## config.mk

```make
export PLATFORM = sky130hd
export DESIGN_NAME = hazard_unit
export DESIGN_NICKNAME = d
export VERILOG_FILES = /design/src/rtl/hazard_unit.sv
export SDC_FILE = /design/constraint.sdc
export NUM_CORES = 1
export LEC_CHECK = 0
export CORE_MARGIN = 2
export CORE_UTILIZATION = 45
export CTS_BUF_LIST = sky130_fd_sc_hd__clkbuf_4
export DETAILED_ROUTE_END_ITERATION = 12
export PLACE_DENSITY = 0.87
export SYNTH_ARGS = -nofsm -noshare
export SYNTH_HDL_FRONTEND = slang
export SYNTH_SLANG_ARGS = --single-unit
```

## constraint.sdc

```tcl
create_clock -name clk -period 5.3 [get_ports clk]
set_clock_uncertainty 0.2 [all_clocks]
set_input_delay 1.06 -clock clk [delete_from_list [all_inputs] [get_ports clk]]
set_output_delay 1.06 -clock clk [all_outputs]
set_load 0.02 [all_outputs]
```

## src/rtl/hazard_unit.sv

```systemverilog
// Purpose: pipeline hazard control. It forwards EX operands, stalls on load-use,
//          flushes on taken branches and holds the pipe for multi-cycle ops.
// Latency: the forward, stall and flush outputs are combinational. McDone and
//          StallCnt are registered, and McBusy comes straight from the state flop.
// Backpressure: while a multi-cycle op occupies EX, F/D/E are held and a bubble
//          goes to MEM. A load-use hazard holds F/D and inserts an E bubble.
// Ports: clk, rst (async active-low); Rs1D/Rs2D decode sources; Rs1E/Rs2E/RdE
//        execute regs; RdM/RdW with RegWriteM/RegWriteW; ResultSrcE (01=load);
//        PCSrcE taken branch; McStartE multi-cycle start; ForwardAE/BE selects;
//        Stall*/Flush* pipeline controls; McBusy, McDone, StallCnt status.
module hazard_unit #(
  parameter int MC_LAT    = 4,
  parameter int CNT_WIDTH = 16
) (
  input  logic                 clk,
  input  logic                 rst,
  input  logic [4:0]           Rs1D,
  input  logic [4:0]           Rs2D,
  input  logic [4:0]           Rs1E,
  input  logic [4:0]           Rs2E,
  input  logic [4:0]           RdE,
  input  logic [4:0]           RdM,
  input  logic [4:0]           RdW,
  input  logic                 RegWriteM,
  input  logic                 RegWriteW,
  input  logic [1:0]           ResultSrcE,
  input  logic                 PCSrcE,
  input  logic                 McStartE,
  output logic [1:0]           ForwardAE,
  output logic [1:0]           ForwardBE,
  output logic                 StallF,
  output logic                 StallD,
  output logic                 StallE,
  output logic                 FlushD,
  output logic                 FlushE,
  output logic                 FlushM,
  output logic                 McBusy,
  output logic                 McDone,
  output logic [CNT_WIDTH-1:0] StallCnt
);

  typedef enum logic {RUN = 1'b0, MC_WAIT = 1'b1} state_t;

  // Loading MC_LAT-2 gives MC_LAT-1 cycles in MC_WAIT. Together with the
  // cycle in which McStartE is seen, the op occupies EX for MC_LAT cycles.
  localparam logic [3:0] MC_LOAD = 4'(MC_LAT - 2);

  state_t               state_q, state_d;
  logic [3:0]           cnt_q, cnt_d;
  logic                 mc_done_q, mc_done_d;
  logic [CNT_WIDTH-1:0] stall_cnt_q, stall_cnt_d;
  logic                 lw_stall;

  // Memory has priority over Writeback. x0 is never forwarded.
  function automatic logic [1:0] fwd_sel(input logic [4:0] rs,
                                         input logic [4:0] rd_m, input logic wr_m,
                                         input logic [4:0] rd_w, input logic wr_w);
    if (wr_m && (rd_m != 5'd0) && (rd_m == rs))      return 2'b10;
    else if (wr_w && (rd_w != 5'd0) && (rd_w == rs)) return 2'b01;
    else                                             return 2'b00;
  endfunction

  always_comb begin
    ForwardAE = fwd_sel(Rs1E, RdM, RegWriteM, RdW, RegWriteW);
    ForwardBE = fwd_sel(Rs2E, RdM, RegWriteM, RdW, RegWriteW);
  end

  assign lw_stall = (ResultSrcE == 2'b01) && (RdE != 5'd0) &&
                    ((RdE == Rs1D) || (RdE == Rs2D));

  always_comb begin
    state_d   = state_q;
    cnt_d     = cnt_q;
    mc_done_d = 1'b0;
    StallF    = 1'b0;
    StallD    = 1'b0;
    StallE    = 1'b0;
    FlushD    = 1'b0;
    FlushE    = 1'b0;
    FlushM    = 1'b0;
    case (state_q)
      RUN: begin
        if (McStartE) begin
          state_d = MC_WAIT;
          cnt_d   = MC_LOAD;
        end
        // A multi-cycle start wins over a branch in the same cycle. Decode
        // never issues both, so PCSrcE is simply masked here.
        if (PCSrcE && !McStartE) begin
          FlushD = 1'b1;
          FlushE = 1'b1;
        end else if (lw_stall) begin
          StallF = 1'b1;
          StallD = 1'b1;
          FlushE = 1'b1;
        end
      end
      MC_WAIT: begin
        // Freeze the front of the pipe and send bubbles into MEM. Branch and
        // load-use conditions cannot change while EX is held.
        StallF = 1'b1;
        StallD = 1'b1;
        StallE = 1'b1;
        FlushM = 1'b1;
        if (cnt_q == 4'd0) begin
          state_d   = RUN;
          mc_done_d = 1'b1;
        end else begin
          cnt_d = cnt_q - 4'd1;
        end
      end
      default: begin
        state_d = RUN;
        cnt_d   = 4'd0;
      end
    endcase
  end

  // Stall-cycle counter that saturates at all-ones instead of wrapping.
  always_comb begin
    stall_cnt_d = stall_cnt_q;
    if (StallF && (stall_cnt_q != {CNT_WIDTH{1'b1}}))
      stall_cnt_d = stall_cnt_q + CNT_WIDTH'(1);
  end

  always_ff @(posedge clk or negedge rst) begin
    if (!rst) begin
      state_q     <= RUN;
      cnt_q       <= 4'd0;
      mc_done_q   <= 1'b0;
      stall_cnt_q <= '0;
    end else begin
      state_q     <= state_d;
      cnt_q       <= cnt_d;
      mc_done_q   <= mc_done_d;
      stall_cnt_q <= stall_cnt_d;
    end
  end

  assign McBusy   = (state_q == MC_WAIT);
  assign McDone   = mc_done_q;
  assign StallCnt = stall_cnt_q;

endmodule

```

Yosys cells after proc, flatten, opt, wreduce, memory -nomap -nowiden
Index checks and enable logic that the tools add are counted.
{"block": "totals", "reg_bits": 22, "in_bits": 43, "wordCells": 54}
{"block": "op_classes", "n_addsub": 2, "eq_ne": 10, "muxes": 20, "n_bitwise": 1, "reduce_logical": 17}
{"op": "5-bit == test", "count": 6}
{"op": "16-bit by 1-bit adder with 16-bit output (second input constant)", "count": 1}
{"op": "16-bit inequality test (second input constant)", "count": 1}
{"op": "5-bit nonzero test", "count": 3}
{"op": "1-bit 2-to-1 mux", "count": 13}
{"op": "1-bit logical AND", "count": 10}
{"op": "4-bit 2-to-1 mux", "count": 2}
{"op": "4-bit one-hot mux with 2 select lines", "count": 1}
{"op": "4-bit logical NOT", "count": 1}
{"op": "2-bit 2-to-1 mux", "count": 2}
{"op": "2-bit inequality test (second input constant)", "count": 2}
{"op": "1-bit one-hot mux with 2 select lines", "count": 2}
{"op": "4-bit by 1-bit subtractor with 4-bit output (second input constant)", "count": 1}
{"op": "2-bit by 1-bit == test with 1-bit output (second input constant)", "count": 1}
{"op": "2-bit AND reduction", "count": 1}
{"op": "1-bit logical NOT", "count": 1}
{"op": "1-bit logical OR", "count": 1}
{"op": "1-bit inverter", "count": 1}

Logic depth before layout (Yosys ltp)
Gate-level depths: netlist of run 1.
{"block": "logic_depth", "depth_word": 7, "depth_mapped": 8}

Worst setup path after synthesis of run 1
OpenSTA, ideal clock, no wires.
{"block": "synth_timing", "kind": "input to output", "startpoint": "input RdM[1]", "endpoint": "output ForwardAE[0]", "t_arrival_ps": 2677, "t_required_ps": 4040, "slack_ps": 1363, "cell_stages": 4, "path_cell_list": "or4_1 -> o21ai_0 -> nor4_1 -> nor4_1"}
{"block": "synth_between", "elab_chain_len": 4}
{"element": "start: declaration", "line": "22", "text": "input logic [4:0] RdM,"}
{"element": "5-bit nonzero test", "line": "58", "text": "if (wr_m && (rd_m != 5'd0) && (rd_m == rs)) return 2'b10;"}
{"element": "1-bit logical AND", "line": "58"}
{"element": "1-bit logical AND (*)", "line": "58"}
{"element": "2-bit 2-to-1 mux (*)", "line": "58"}
{"element": "end: declaration", "line": "29", "text": "output logic [1:0] ForwardAE,"}
Every way passes the cells marked *; elsewhere a longest branch is shown, timed or not.

Worst setup path in the final report of run 1
{"block": "layout_timing", "startpoint": "input RdM[1]", "endpoint": "output ForwardBE[0]"}
{"block": "layout_between", "elab_chain_len": 4}
{"element": "5-bit nonzero test", "line": "58"}
{"element": "1-bit logical AND", "line": "58"}
{"element": "1-bit logical AND (*)", "line": "58"}
{"element": "2-bit 2-to-1 mux (*)", "line": "58"}
{"element": "end: declaration", "line": "30", "text": "output logic [1:0] ForwardBE,"}
Marked as above.

==> results of run 1 <==
-- metal layers --
metal	routed length (um)	up-vias
li1	-	696
met1	1390	634
met2	1820	50
met3	194	6
met4	55	0
met5	0	-
-- critical path: stages --
cell and delay (ns):
clkdlybuf4s50_1 0.47, or4_1 0.53, o21ai_0 0.22, nor4_1 0.12
nor4_1 0.31, clkdlybuf4s50_1 0.66
-- flip-flops by register name, summed over array words and instances, names as in the netlist --
signal,count
StallCnt,16
McBusy,1
cnt_q,4
McDone,1
-- cell usage in the layout, fill, tap and decap left out, types with 6 or more instances in the layout --
| cell | instances |
|---|---|
| nor2_1 | 10 |
| nor3_1 | 7 |
| xnor2_1 | 20 |
| nand3_1 | 13 |
| clkdlybuf4s50_1 | 70 |
| dfrtp_1 | 22 |
| nor4_1 | 6 |
| inv_1 | 6 |
| nand2_1 | 12 |
| xor2_1 | 25 |
-- final timing paths --
path,from,end,slack (ns),cells after the start
setup / recovery,RdM[1],ForwardBE[0],0.67,6
hold / removal,StallCnt[15],StallCnt[15],0.30,1
setup reg to reg,StallCnt[0],StallCnt[1],2.97,6
hold reg to reg,StallCnt[15],StallCnt[15],0.30,1
max in group asynchronous,rst,cnt_q[0],3.26,1
min in group asynchronous,rst,cnt_q[3],1.05,1
-- stage by stage --
step           cells  total power [W]
3_3_place_gp     270         0.000629
4_1_cts          274         0.000769
5_1_grt          274         0.000815
2_1_floorplan    161         0.000489
6_report         274         0.000760
3_5_place_dp     270         0.000641
-- report_power, final --
| group | total, W | internal (W) | switching [W] |
|---|---|---|---|
| registers | 0.000269 | 0.000215 | 0.0000532 |
| logic | 0.000364 | 0.000187 | 0.000177 |
| clock network | 0.000127 | 0.0000765 | 0.0000505 |
| total | 0.000760 | 0.000479 | 0.000281 |
-- kinds of logic after synthesis --
family	Yosys count
xor gates and xnor gates	45
buffers and inverters	11
adders and majority gates	2
DFF	22
muxes	2
AOI/OAI and AO/OA	15
and+or+nand+nor	64
-- cell type report --
cell class                 instances  area (um2)  area share
clock inverter                     1        30.0      0.0133
sequential                        22         551       0.243
inverter                           6        22.5     0.00994
multi-input combinational        128         883       0.390
clock buffer                       3        22.5     0.00994
tap                               44        55.1      0.0243
timing repair buffer              70         701       0.309
==> impl_metrics.ini, run 1 <==
[finish]
fin_util = 0.730
stdcell_area_mm2 = 0.00226
final.fill_count = 263
area_delta_synth_final_pct = 51.6
layout-drive-gt1-share = 0.0304
diodes = 0
final_nets = 276

[sta]
period_share = 0.873
tightest_slew_ns = 0.938
fin_tns_setup_ns = 0
setup_violations = 0
fin_hold_ws_ns = 0.299
slew_violations = 0
max_freq_mhz = 216
layout_setup_ws_ns = 0.674
slew_headroom = 0.373
rsz0062_at_grt = no
min_period_ns = 4.63
hold_viol_final = 0

[global_routing]
grt_use_met1 = 0.238
grt_usage = 0.207
met2_usage = 0.383
antenna_found_initial = 0
overflow = 0
grt_max_degree = 23
first_global_vias = 1364
met3_usage = 0.0357
busiest_layer = met2
grt_pass1_wl_um = 5880

[logic_synthesis]
synth_xor_area_frac = 0.264
post-synth-top-count-cell = xor2_1
synth_fa_ha_area_frac = 0.0168
synth-seq-area-share = 0.369
synth_cells = 161
synth.area.mux_share = 0.0151
synth-compound-area-share = 0.0737
synthSimpleGateAreaFrac = 0.222
synth_top_cell_by_area = dfrtp_1
synth-async-reset-ratio = 1.00
synth_nets = 206
ys_types = 36
synth_top_family_by_area = XOR/XNOR gates
synth_top_cells_by_count = 25 x xor2_1, 22 x dfrtp_1, 20 x xnor2_1, 13 x nand3_1, 12 x nand2_1
ys_warn_count = 0
synth-seq-cells = 22
synth_area_mm2 = 0.00149
synth_top_area_share = 0.369
synth_edf_count = 0
avgSynthCellArea_um2 = 9.28
synthFlopType = dfrtp_1
yosys-top-cells-area = dfrtp_1 37%, xor2_1 15%, xnor2_1 12%

[routing]
drtIter0Drc = 56
via_count = 1386
drcViolationCount = 0
routed_wl_um = 3460
dr.pass1.iters = 4
via_per_inst = 5.06
routedWlPerCell_um = 12.6
drtAntennaViolNets = 0

[run_status]
outcome = complete, no violations

[floorplan]
dieWidth_um = 61.6
die_y_um = 61.6
core_area_mm2 = 0.00310
start_util = 0.481
rows = 20
ios = 71
die_area_mm2 = 0.00380

[placed_design]
finalWeightedCongestion = 0.800
dp_hpwl_um = 2910
post-place-ws_ns = 0.719
port_buffers = 70
post_dp_cell_area_mm2 = 0.00221

[critical_path]
crit_path_max_fanout = 3
endpoint_kind = output pin
cp.arrival_ns = 3.37
required_ns = 4.04
crit_type = input pin to output pin
crit_path_start_kind = input pin

[clock_network]
cts_tree = built
ctsResizeCount = 0
root_buffer = clkbuf_4
post_cts.repair.setup_buffers = 0
cts_buffer_depth = 2
clock_latency_ns = 0.31
clkSlewWorstSetupHoldPaths_ns = 0.13
htreeDepth = 1
cts_buffers = 3
postCtsHoldBufs = 0
cts_num_sinks = 22

[job]
maxCapViolations = 0

[power_and_ir_drop]
leakagePower_nw = 0.944
power_density_mw_per_mm2 = 335
ir_drop_v = 0.000137

[worst_hold_path]
hold_path.class = flip-flop to flip-flop
Power figures use the tool's default switching activity.
==> run 2, diff against run 1 <==
- CTS_CLUSTER_DIAMETER: unset -> 150
==> results of run 2 <==
No change in the layout: final DEF, timing and power equal those of run 1.
==> run 3, diff against run 2 <==
- CAP_MARGIN: unset -> 20
- CORE_ASPECT_RATIO: unset -> 1.5
- GPL_TIMING_DRIVEN: unset -> 1
==> impl_metrics.ini, run 3 (synthesis results as in run 1) <==
[clock_network]
post_cts.repair.setup_buffers = 0
cts_tree = built
root_buffer = clkbuf_4
htreeDepth = 1
clkSlewWorstSetupHoldPaths_ns = 0.12
clock_latency_ns = 0.31
postCtsHoldBufs = 0
cts_buffer_depth = 2
cts_buffers = 3
cts_num_sinks = 22
ctsResizeCount = 0

[placed_design]
dp_hpwl_um = 3030
port_buffers = 70
finalWeightedCongestion = 0.898

[critical_path]
cp-endpoint = ForwardAE[0]
startpoint = RdM[1]
regToRegSetupSlack_ns = 2.94
crit_path_start_kind = input pin
r2r_cells = 6
endpoint_kind = output pin
timing.rr.end = StallCnt[1]
crit_path_max_fanout = 3
reg2reg_from = StallCnt[0]
cp.arrival_ns = 3.35
crit_type = input pin to output pin
required_ns = 4.04

[run_status]
outcome = complete, no violations

[sta]
slew_headroom = 0.713
rsz0062_at_grt = no
setup_violations = 0
hold_viol_final = 0
max_freq_mhz = 217
min_period_ns = 4.61
tightest_slew_ns = 0.430
slew_violations = 0
period_share = 0.869
fin_tns_setup_ns = 0

[global_routing]
met2_usage = 0.385
grt_pass1_wl_um = 5820
grt_usage = 0.201
met3_usage = 0.0402
antenna_found_initial = 0
grt_use_met1 = 0.200
first_global_vias = 1408
grt_max_degree = 23
busiest_layer = met2
overflow = 0

[power_and_ir_drop]
p_sw_frac = 0.396
ir_drop_v = 0.000214
leakagePower_nw = 0.944
power_density_mw_per_mm2 = 316
clkPwrFrac = 0.106
p_int_w = 0.000431
seq_power_share = 0.379
combinationalPowerShare = 0.515
p_switching_w = 0.000283

[routing]
via_per_inst = 5.17
via_count = 1400
routedWlPerCell_um = 13.4
drcViolationCount = 0
dr.pass1.iters = 4
drtIter0Drc = 10
drtAntennaViolNets = 0
routed_wl_um = 3640

[job]
maxCapViolations = 0

[finish]
layout_commonest_cell = clkdlybuf4s50_1
final_cell_mix = 70 x clkdlybuf4s50_1, 25 x xor2_1, 22 x dfrtp_1, 20 x xnor2_1, 13 x nand3_1
layout-drive-gt1-share = 0.0303
largest_register_ffs = 16
final_nets = 277
area_delta_synth_final_pct = 51.3
diodes = 0
fin_util = 0.716

[floorplan]
ios = 71
start_util = 0.473
rows = 25
die_y_um = 74.6
die_area_mm2 = 0.00381
dieWidth_um = 51.0
core_area_mm2 = 0.00316

[worst_hold_path]
hold_path.class = flip-flop to flip-flop
run 3: metrics by stage:
step | area, um2 | cells | setup WS, ns | power (W) | hold WS (ns)
floorplan | 1490 | 161 | 1.36 | 0.000489 | 0.294
global placement | 2210 | 266 | 0.747 | 0.000633 | 0.279
detailed placement | 2210 | 266 | 0.691 | 0.000641 | 0.296
CTS | 2230 | 270 | 0.680 | 0.000722 | 0.317
global route | 2260 | 271 | 0.576 | 0.000770 | 0.337
finish | 2260 | 271 | 0.694 | 0.000714 | 0.314
run 3: area by class of cell:
type,count,area [um2]
sequential,22,551
clock inverter,1,3.75
timing repair buffer,71,728
multi-input combinational,128,883
fill,249,898
clock buffer,3,22.5
tap,40,50.0
inverter,6,22.5
run 3: per-layer routing:
layer / part of all wire / vias to the layer above
li1: - / 697
met1: 0.36 / 634
met2: 0.53 / 60
met3: 0.085 / 9
met4: 0.024 / 0
met5: 0 / -
run 3: critical path, cell delays in order:
cell	delay, ns
clkdlybuf4s50_1	0.46
or4_1	0.54
o21ai_0	0.23
nor4_1	0.11
nor4_1	0.29
clkdlybuf4s50_1	0.65
run 3: worst min path at each step:
stage,slack [ns],from,endpoint,cells after the start
final,0.31,StallCnt[9],StallCnt[9],1
after global placement,0.28,StallCnt[15],StallCnt[15],1
after CTS,0.32,StallCnt[15],StallCnt[15],1
after detailed placement,0.30,StallCnt[15],StallCnt[15],1
after floorplan,0.29,cnt_q[2],cnt_q[2],2
after global routing,0.34,StallCnt[5],StallCnt[5],1
run 3: power by group through the flow:
stage               clock network, W  registers [W]  logic, W
finish                     0.0000754       0.000271  0.000368
global route               0.0000858       0.000280  0.000404
CTS                        0.0000798       0.000271  0.000371
detailed placement                 0       0.000273  0.000368
global placement                   0       0.000272  0.000360
floorplan                          0       0.000301  0.000189
